### src/rtl/orion_video_pkg.sv
// Orion video control-port constants and mode decoder.
// Shared by the video register block and its bus helpers.
package orion_video_pkg;

  localparam logic [7:0] PORT_MODE = 8'hF8;
  localparam logic [7:0] PORT_BANK = 8'hFA;
  localparam logic [7:0] PORT_PAL  = 8'hFC;
  localparam logic [7:0] PORT_IDX  = 8'hFD;
  localparam logic [7:0] CTL_LO    = 8'h08;
  localparam logic [7:0] CTL_HI    = 8'h0B;
  localparam logic [7:0] CTL_PRO   = 8'h0A;

  localparam logic [2:0] VM_0 = 3'd0;
  localparam logic [2:0] VM_1 = 3'd1;
  localparam logic [2:0] VM_2 = 3'd2;
  localparam logic [2:0] VM_3 = 3'd3;
  localparam logic [2:0] VM_4 = 3'd4;
  localparam logic [2:0] VM_5 = 3'd5;
  localparam logic [2:0] VM_6 = 3'd6;
  localparam logic [2:0] VM_7 = 3'd7;

  // m = {mode[4], mode[2:0]}; mode[3] does not affect the code
  function automatic logic [2:0] mode_decode(
    input logic [3:0] m
  );
    logic [2:0] r;
    r = VM_0;
    unique case (1'b1)
      m[3] & ~m[2]:          r = VM_6;
      m[3] & m[2]:           r = VM_7;
      m == 4'b0000:          r = VM_1;
      m == 4'b0001:          r = VM_2;
      m == 4'b0100:          r = VM_3;
      m == 4'b0101:          r = VM_4;
      m[3:1] == 3'b011:      r = VM_5;
      default:               r = VM_0;
    endcase
    return r;
  endfunction

endpackage

### src/rtl/orion_bus_wr_edge.sv
// Z80 write-strobe sampler: one wr_pulse per bus write.
// Sample resets high so a write held across reset still fires.
module orion_bus_wr_edge (
  input  logic clk,
  input  logic reset,
  input  logic wr_n,
  output logic wr_pulse
);

  logic wr_q;

  always_ff @(posedge clk) begin
    if (reset) wr_q <= 1'b1;
    else       wr_q <= wr_n;
  end

  assign wr_pulse = ~wr_n & wr_q;

endmodule

### src/rtl/orion_video_regs.sv
// Orion video mode/bank/palette registers with frame-deferred bank.
// ORION_VIDEO_READBACK_EN adds the o_rd_data/o_rd_oe readback bus.
module orion_video_regs
  import orion_video_pkg::*;
#(
  parameter  int BANK_W    = 2,
  parameter  int PAL_DEPTH = 16,
  localparam int IW        = $clog2(PAL_DEPTH)
) (
  input  logic              i_clk,
  input  logic              i_reset,
  input  logic              i_iorq_n,
  input  logic              i_mreq_n,
  input  logic              i_rfsh_n,
  input  logic              i_wr_n,
  input  logic              i_rd_n,
  input  logic [15:0]       i_addr,
  input  logic [7:0]        i_data,
  input  logic              i_frame_end,
  output logic [2:0]        o_video_mode,
  output logic [BANK_W-1:0] o_video_bank,
  output logic              o_ps_sel,
  output logic              o_vb_sw,
  output logic              o_wide_scr,
  output logic              o_ps1_str,
  output logic              o_pal_we,
  output logic [IW-1:0]     o_pal_addr,
  output logic [7:0]        o_pal_data
`ifdef ORION_VIDEO_READBACK_EN
  ,
  output logic [7:0]        o_rd_data,
  output logic              o_rd_oe
`endif
);

  logic              wr_pulse;
  logic [4:0]        mode;
  logic [BANK_W-1:0] pend;
  logic [BANK_W-1:0] applied;
  logic              wide;
  logic              pro_en;
  logic [IW-1:0]     idx;
  logic [7:0]        lo;
  logic [7:0]        hi;
  logic              io_wr;
  logic              mem_wr;
  logic              wr_mode;
  logic              wr_bank;
  logic              wr_pal;
  logic              wr_idx;
  logic              wr_ctl;

  orion_bus_wr_edge u_wr_edge (
    .clk      (i_clk),
    .reset    (i_reset),
    .wr_n     (i_wr_n),
    .wr_pulse (wr_pulse)
  );

  assign lo = i_addr[7:0];
  assign hi = i_addr[15:8];

  assign io_wr  = wr_pulse & ~i_iorq_n & i_rd_n;
  assign mem_wr = wr_pulse & pro_en & ~i_mreq_n
                & i_rfsh_n & i_rd_n;

  assign wr_mode = (io_wr && lo == PORT_MODE)
                 || (mem_wr && hi == PORT_MODE);
  assign wr_bank = (io_wr && lo == PORT_BANK)
                 || (mem_wr && hi == PORT_BANK);
  assign wr_pal  = io_wr && lo == PORT_PAL;
  assign wr_idx  = io_wr && lo == PORT_IDX;
  assign wr_ctl  = io_wr && lo >= CTL_LO
                 && lo <= CTL_HI && lo == CTL_PRO;

  always_ff @(posedge i_clk) begin
    if (i_reset) begin
      mode       <= '0;
      pend       <= '0;
      applied    <= '0;
      wide       <= 1'b0;
      pro_en     <= 1'b0;
      idx        <= '0;
      o_pal_we   <= 1'b0;
      o_pal_addr <= '0;
      o_pal_data <= '0;
      o_ps1_str  <= 1'b1;
    end else begin
      o_pal_we  <= wr_pal;
      o_ps1_str <= ~wr_pal;
      if (wr_pal) begin
        o_pal_addr <= idx;
        o_pal_data <= i_data;
        idx        <= idx + 1'b1;
      end else if (wr_idx) begin
        idx <= i_data[IW-1:0];
      end
      if (wr_mode) mode <= i_data[4:0];
      if (wr_bank) begin
        pend <= i_data[BANK_W-1:0];
        wide <= i_data[7];
      end
      // frame end latches the pending value from before this edge
      if (i_frame_end) applied <= pend;
      if (wr_ctl) pro_en <= i_data[7];
    end
  end

  assign o_video_mode = mode_decode({mode[4], mode[2:0]});
  assign o_video_bank = ~applied;
  assign o_ps_sel     = mode[3];
  assign o_vb_sw      = mode[4];
  assign o_wide_scr   = wide;

`ifdef ORION_VIDEO_READBACK_EN
  logic [7:0] bank_rd;
  logic [7:0] idx_rd;

  always_comb begin
    bank_rd              = '0;
    bank_rd[7]           = wide;
    bank_rd[BANK_W-1:0]  = pend;
    idx_rd               = '0;
    idx_rd[IW-1:0]       = idx;
    o_rd_data            = '0;
    o_rd_oe              = 1'b0;
    if (~i_iorq_n & ~i_rd_n) begin
      case (lo)
        PORT_MODE: begin
          o_rd_data = {3'b000, mode};
          o_rd_oe   = 1'b1;
        end
        PORT_BANK: begin
          o_rd_data = bank_rd;
          o_rd_oe   = 1'b1;
        end
        PORT_IDX: begin
          o_rd_data = idx_rd;
          o_rd_oe   = 1'b1;
        end
        default: ;
      endcase
    end
  end
`endif

endmodule
### config.mk
export PLATFORM = sky130hd
export DESIGN_NAME = orion_video_regs
export DESIGN_NICKNAME = d
export VERILOG_FILES = /design/src/rtl/orion_video_pkg.sv /design/src/rtl/orion_bus_wr_edge.sv /design/src/rtl/orion_video_regs.sv
export SDC_FILE = /design/constraint.sdc
export NUM_CORES = 1
export LEC_CHECK = 0
export BUFFER_PORTS_ARGS = -buffer_cell sky130_fd_sc_hd__buf_2
export CORE_MARGIN = 2
export CORE_UTILIZATION = 40
export DETAILED_ROUTE_END_ITERATION = 8
export PLACE_DENSITY = 0.83
export SLEW_MARGIN = 20
export SYNTH_ARGS = -nofsm -noshare
export SYNTH_HDL_FRONTEND = slang
export SYNTH_SLANG_ARGS = --single-unit
### constraint.sdc
create_clock -name i_clk -period 1.5 [get_ports i_clk]
set_input_delay 0.3 -clock i_clk [delete_from_list [all_inputs] [get_ports i_clk]]
set_output_delay 0.3 -clock i_clk [all_outputs]
set_load 0.01 [all_outputs]
==> results of run 1 <==
## routing by layer
metal,track usage,share of wire,up-vias
met5,0,0,-
met4,0.0583,0.017,0
met3,0.0489,0.068,9
met2,0.258,0.45,50
met1,0.206,0.47,570
li1,-,-,613
## cells by family after synthesis
kind of cell    synth area share
buf+inv                   0.0313
fa+ha+maj                0.00920
flops                      0.442
xor+xnor                 0.00644
simple gates               0.259
mux                        0.184
compound gates            0.0690
## worst paths after layout
| check | start | to | slack (ns) | cells past startpoint |
|---|---|---|---|---|
| max reg2reg | u_wr_edge.wr_q | idx[2] | 0.12 | 5 |
| max | u_wr_edge.wr_q | idx[2] | 0.12 | 5 |
| min | i_wr_n | u_wr_edge.wr_q | 0.18 | 2 |
| min reg2reg | mode[3] | mode[3] | 0.47 | 2 |
## layout make-up
type	count	area [µm²]
clock buffers	6	51.3
clock inverters	2	12.5
fillers	333	1520
inverters	4	15.0
multi-input cells	100	719
flip-flops and latches	30	603
well taps	46	57.6
repair buffers	60	330
## cells in the final DEF, fill, tap and decap left out, types with 2 or more instances in the layout
cell type,n
sky130_fd_sc_hd__a21oi_1,4
sky130_fd_sc_hd__buf_2,53
sky130_fd_sc_hd__buf_4,6
sky130_fd_sc_hd__clkbuf_4,5
sky130_fd_sc_hd__dfxtp_1,28
sky130_fd_sc_hd__dfxtp_2,2
sky130_fd_sc_hd__inv_1,4
sky130_fd_sc_hd__mux2i_1,25
sky130_fd_sc_hd__nand2_1,16
sky130_fd_sc_hd__nand3_1,3
sky130_fd_sc_hd__nand3b_1,4
sky130_fd_sc_hd__nor2_1,21
sky130_fd_sc_hd__nor4_1,3
sky130_fd_sc_hd__o21ai_0,2
## sequential cells by signal (all words and copies together) (netlist names)
signal and count:
applied 2, idx 4, mode 5, o_pal_addr 4
o_pal_data 8, o_pal_we 1, o_ps1_str 1, o_wide_scr 1
pend 2, pro_en 1, u_wr_edge.wr_q 1
## power breakdown
part / switching, W / internal, W / leakage, nW
registers: 0.00000161 / 0.000798 / 0.242
logic: 0.0000615 / 0.0000558 / 0.537
clock network: 0.000293 / 0.000225 / 0.0343
total: 0.000356 / 0.00108 / 0.814
## per-stage QoR
stage,total power [W],cells
after floorplan,0.000865,139
after global placement,0.000933,240
after detailed placement,0.000935,240
after CTS,0.00145,248
after global routing,0.00149,248
final,0.00143,248
## timing repair
action | 4_1_cts | 5_1_grt
setup endpoints to repair | 0 | 6
gates resized for setup | 0 | 3
hold endpoints to repair | 0 | 0
hold buffers | 0 | 0
==> results by stage, run 1 <==
Synth:
- Synthesis instantiated 34 different standard cells from the library.
- The cell area after synthesis is roughly 1400 µm².
- The count of warnings emitted by yosys is 0.
- The number of flops mapped to enable cells by yosys is 0.
- Of all cell types, the one taking the most synthesized area is sky130_fd_sc_hd__dfxtp_1.
- In the synthesized netlist the async set-or-reset flop fraction comes to 0.
- The post-synthesis sequential element count is 30.
- The main flop type after synthesis is sky130_fd_sc_hd__dfxtp_1.
- The cell count after synthesis came out at ~140.
- The sequential fraction of the synthesis area is 0.442.
- The share of synthesized area in the top cell type comes to 0.442.
- Sorting the synthesized cells by how often they occur yields sky130_fd_sc_hd__dfxtp_1 (30), sky130_fd_sc_hd__mux2i_1 (25), sky130_fd_sc_hd__nor2_1 (22).
- Yosys instantiated no cell more often than sky130_fd_sc_hd__dfxtp_1.
- Sorting the synthesized cells by area gives the leading types as sky130_fd_sc_hd__dfxtp_1 (44%), sky130_fd_sc_hd__mux2i_1 (18%), sky130_fd_sc_hd__nor2_1 (6.1%), sky130_fd_sc_hd__nand2_1 (4.4%), sky130_fd_sc_hd__nand3b_1 (2.2%).
- The number of nets in the synthesized netlist is ~170.
- The average instance in the mapped netlist occupies slightly below 10 µm².

STA:
- The fmax is about 720 MHz.
- The clock period minus worst slack is 1.38 ns.
- Across all hold checks on the routed design, the worst slack comes to around 0.18 ns.
- Setup violations remaining at the end of the flow were counted as 0.
- For the pin with the worst max-slew slack, the measured transition is 0.442 ns.
- Setup repair after global routing left no endpoint under its margin.
- On the final layout, the worst clock skew is approximately 0.014 ns.
- The slack of the critical path is roughly 0.12 ns.
- The final-report max-slew violation count is 0.
- The hold violation count in the final report is 0.
- For the final routed database, the setup TNS stands at 0 ns.
- In this run the tightest slew margin relative to its limit is 0.705.
- The final cycle utilization of the critical path is 0.923.

Setup path:
- The family of cells with the greatest summed delay on the critical path is compound AO/OA/AOI/OAI gates.
- The worst setup path is launched from a flip-flop.
- Data on the critical path arrives at its endpoint at roughly 1.6 ns.
- Along the worst path, the maximum fanout reaches 4.
- The worst setup path is captured at a flip-flop.
- At the worst endpoint, the required time is 1.73 ns.
- For this run, the slowest stage of the critical path takes approximately 0.36 ns.
- Walking the worst path, the cells encountered are nand4bb_4, buf_4, nor3_4, o21ai_0, a32o_1.
- The critical path start-end classification is flip-flop to flip-flop.
- Counting both buffers and inverters, the worst setup path holds a total of 1.
- On the critical path, the stage with the largest delay is an instance of sky130_fd_sc_hd__dfxtp_2.

Run:
- Max-cap violations in this run came to 0.

Global routing:
- The maximum number of pins on one net before global-route repair is 21.
- The initial antenna violation count is 0.
- The overall track demand over capacity in global routing is 0.161.
- The total overflow left after global routing is 0.
- The global-route wire length before repair is roughly 5 mm.
- The number of global-route vias before repair is 1,127.

Clock network:
- The TritonCTS clock tree is built.
- The maximum root-to-sink buffer count is 2.
- In this run the number of H-tree levels came out at 2.
- Clock-pin slew was measured on the worst setup and hold paths at approximately 0.090 ns.
- The number of setup buffers added after CTS is 0.
- The clock sink total is 30.
- The total clock buffers created by CTS is 5.
- The latest clock arrival within the worst-skew pair is 0.34 ns.
- In this run the clock root is driven by a sky130_fd_sc_hd__clkbuf_4.

Routing:
- The initial DRC count is 26.
- For this block, the routed nets add up to 3.00 mm of wire.
- In this run the remaining antenna-violating nets after routing total 0.
- Dividing the detail-routed wire length by the instance count gives approximately 12 µm.
- The detailed-router iteration count before antenna repair is 5.
- The via-per-instance ratio is 5.01.
- The detailed-route DRC error count is 0.
- The via count of the routed design is 1,242.

Die:
- After floorplanning, the core was divided into 21 placement rows.
- The core region is approximately 3300 µm².
- The die covers between 3000 and 4000 µm².
- The starting density of the core is 0.411.
- For this design the top-level I/O count stands at between 50 and 60.
- The floorplan step set the die width to around 62 µm.
- The die height is between 60 and 70 µm.

Status:
- The run finished with clean final reports.

Placed design:
- Once placement finished, the instance area stood at ~1700 µm².
- The detailed-placement wirelength estimate is between 2 and 2.5 mm.
- At the end of routability-driven placement, the weighted congestion stood at 0.769.
- The count of buffers added on input and output ports is 53.
- At the placement stage, the worst setup path has a slack of -0.0521 ns.

Power and ir drop:
- The leakage power total is 0.814 nW.
- VDD sags by at most around 0.51 mV.
- The power density normalized to cell area is 802 nW/µm².

Cells and area:
- The number of antenna diodes is 0.
- Once layout is complete, the utilization of the core stands at 0.540.
- The layout-stage area growth over the synthesis result is 31.6%.
- The final standard cell area without fillers is between 1500 and 2000 µm².
- The share of cells above drive strength 1 is 0.386.
- The net count of the finished layout is around 230.

Hold path:
- The type of the tightest min-delay check is input port to flip-flop.
Power figures use the tool's default switching activity.
==> run 2: changes to the inputs <==
- CORE_MARGIN: 2 -> 1
==> results by stage, run 2 (synthesis gave the netlist of run 1 again) <==
Routing:
- The via-per-instance ratio is 4.92 (-1.8%).
- The final routed wire length divided by cell count is 12.2 µm (+1.0%).
- The met3 layer wire length in the routed design came to 168 µm (-18%).
- Signal routing reaches up to met4.
- The detailed-route DRC error count was 0 (unchanged).
- The wire length on met1 is 1.30 mm (-7.4%).
- The post-route antenna net violation count is 0 (unchanged).
- The via count of the routed design is 1,215 (-2.2%).
- The aggregate routed wire length is 3.02 mm (+0.60%).
- The sum of met2 wire segment lengths after detailed routing was 1.49 mm (+11%).
- The initial DRC count came to 45 (+73%).
- The detailed-router iteration count before antenna repair was 3 (-2).

Cells and area:
- o_pal_data holds more flip-flops than any other register.
- The library cell used most frequently in the layout, excluding fill and tap cells, is sky130_fd_sc_hd__buf_2.
- The flip-flop count of the largest register, all copies and words added is 8 (unchanged).
- The number of antenna diodes is 0 (unchanged).
- From synthesis to final layout, the design area changed by 35.1%.
- The largest registers in the layout are o_pal_data x8, mode x5.
- The layout net count is 235 (+0.43%).
- The share of cells above drive strength 1 came to 0.379 (-0.00683).
- The utilization of the core after routing came to 0.588 (+0.0472).
- The top cell types in the final layout, fill and taps aside, are sky130_fd_sc_hd__buf_2 (53), sky130_fd_sc_hd__dfxtp_1 (29), sky130_fd_sc_hd__mux2i_1 (25).

STA:
- Setup repair after global routing left no endpoint under its margin.
- The final cycle utilization of the critical path came to 0.951 (+0.0282).
- The fmax is 701 MHz (-3.0%).
- The hold violation count in the final report is 0 (unchanged).
- The clock skew is 0.0107 ns (-0.00285 ns).
- The slack of the critical path is 0.0730 ns (-0.0422 ns).
- The final-report max-slew violation count is 0 (unchanged).
- The final count of negative-setup-slack endpoints is 0 (unchanged).
- The pin slew with the least headroom to its limit came to 0.463 ns (+0.0215 ns).
- The relative max-transition margin is 0.691 (-0.0140).
- The clock period minus worst slack was 1.43 ns (+0.0422 ns).

Die:
- The overall die area was 3640 µm² (-6.3%).
- The starting density of the core came to 0.435 (+0.0240).
- The die height was 60.3 µm (-3.2%).
- The floorplan row count came to 20 (-4.8%).
- The area of the core came to 3130 µm² (-5.5%).
- The total I/O pin count was 54 (unchanged).
- The width of the chip was 60.3 µm (-3.2%).

Clock network:
- The quantity of hold-fixing buffers added after cts is 0 (unchanged).
- The CTS clock-pin slew for the worst setup and hold paths was 0.09 ns (about the same).
- The clock sink total is 30 (unchanged).
- The maximum root-to-sink buffer count is 2 (unchanged).
- The clock root buffer is sky130_fd_sc_hd__clkbuf_4.
- The latest clock arrival within the worst-skew pair is 0.34 ns (about the same).
- TritonCTS built the clock tree.
- The total clock buffers created by CTS was 5 (unchanged).
- The total number of H-tree levels came to 2 (unchanged).

Setup path:
- The data required time at the worst endpoint is 1.72 ns (about the same).
- The critical path start-end classification is flip-flop to flip-flop.
- The largest driver fanout on the critical path was 4 (unchanged).
- STA classifies the critical path startpoint as a flip-flop.
- The data arrival time of the critical path is 1.64 ns (+0.02 ns).
- The critical path endpoint category is a flip-flop.

Global routing:
- The maximum number of pins on one net before global-route repair is 21 (unchanged).
- The number of global-route vias before repair was 1,119 (-0.71%).
- The overall track demand over capacity in global routing came to 0.184 (+0.0223).
- The initial antenna violation count is 0 (unchanged).
- The global-route wire length before repair is 4.72 mm (-5.4%).
- The sum of overflow across all layers after global routing was 0 (unchanged).

Placed design:
- The worst slack at placement came to -0.0974 ns (-0.0452 ns).
- The count of buffers inserted at the top-level ports is 53 (unchanged).
- The placer's final routability congestion estimate was 0.747 (-3.0%).
- The detailed-placement wirelength estimate is 2.32 mm (+2.3%).

Power and ir drop:
- The leakage power total came to 0.846 nW (+4.0%).
- The power density normalized to cell area came to 961 nW/µm² (+20%).
- The peak supply drop was 0.589 mV (+16%).

Status:
- The run finished with clean final reports.

Hold path:
- The min-delay analysis places its worst path in the category input port to flip-flop.

Run:
- The number of max-cap violations is 0 (unchanged).
==> run 2: cell count changes in the layout (fill, tap and decap cells not counted) <==
cell	delta
sky130_fd_sc_hd__buf_4	+1
sky130_fd_sc_hd__clkinv_2	-1
sky130_fd_sc_hd__nor2_2	-1
sky130_fd_sc_hd__bufinv_16	+2
sky130_fd_sc_hd__nor2_1	+1
sky130_fd_sc_hd__dfxtp_2	-1
sky130_fd_sc_hd__clkinvlp_4	-1
sky130_fd_sc_hd__dfxtp_1	+1
==> run 2: routing by layer <==
layer  global-route usage  vias up
li1                     -      617
met1                0.189      554
met2                0.325       39
met3               0.0628        5
met4               0.0997        0
met5                    0        -
==> run 2: path summary, 6_finish.rpt <==
kind | from | endpoint | slack, ns | cells past startpoint
max | u_wr_edge.wr_q | idx[0] | 0.07 | 6
min | i_wr_n | u_wr_edge.wr_q | 0.19 | 2
max reg2reg | u_wr_edge.wr_q | idx[0] | 0.07 | 6
min reg2reg | mode[3] | mode[3] | 0.47 | 2
==> run 2: layout make-up <==
cell class / count / area, µm²
fill: 269 / 1290
multi-input combinational: 100 / 717
sequential: 30 / 602
timing repair buffer: 61 / 338
clock inverter: 2 / 60.1
tap: 44 / 55.1
clock buffer: 6 / 51.3
inverter: 4 / 15.0
==> run 2: worst max-delay path: stages (launching register included) <==
cell and delay (ns):
sky130_fd_sc_hd__dfxtp_2 0.36, sky130_fd_sc_hd__nand4bb_4 0.15, sky130_fd_sc_hd__buf_12 0.16, sky130_fd_sc_hd__nor3_4 0.22, sky130_fd_sc_hd__buf_4 0.15, sky130_fd_sc_hd__mux2i_1 0.19
sky130_fd_sc_hd__a21oi_1 0.08
==> run 2: timing repair <==
action / CTS / global route
endpoints found under the setup margin: 0 / 6
setup buffers: 0 / 1
resized for setup: 0 / 1
==> run 2: report_power, final <==
| group | total (W) | internal (W) | switching, W |
|---|---|---|---|
| sequential | 0.000799 | 0.000798 | 0.00000170 |
| combinational | 0.000120 | 0.0000578 | 0.0000618 |
| clock | 0.000848 | 0.000565 | 0.000283 |
==> run 2: through the flow <==
stage | instance area (µm²) | std cells | TNS [ns] | hold slack, ns | power (W)
2_1_floorplan | 1360 | 139 | 0 | 0.407 | 0.000865
3_3_place_gp | 1720 | 238 | -0.343 | 0.446 | 0.000934
3_5_place_dp | 1720 | 238 | -0.682 | 0.458 | 0.000938
4_1_cts | 1830 | 246 | 0 | 0.176 | 0.00179
5_1_grt | 1840 | 247 | 0 | 0.180 | 0.00183
6_report | 1840 | 247 | 0 | 0.194 | 0.00177
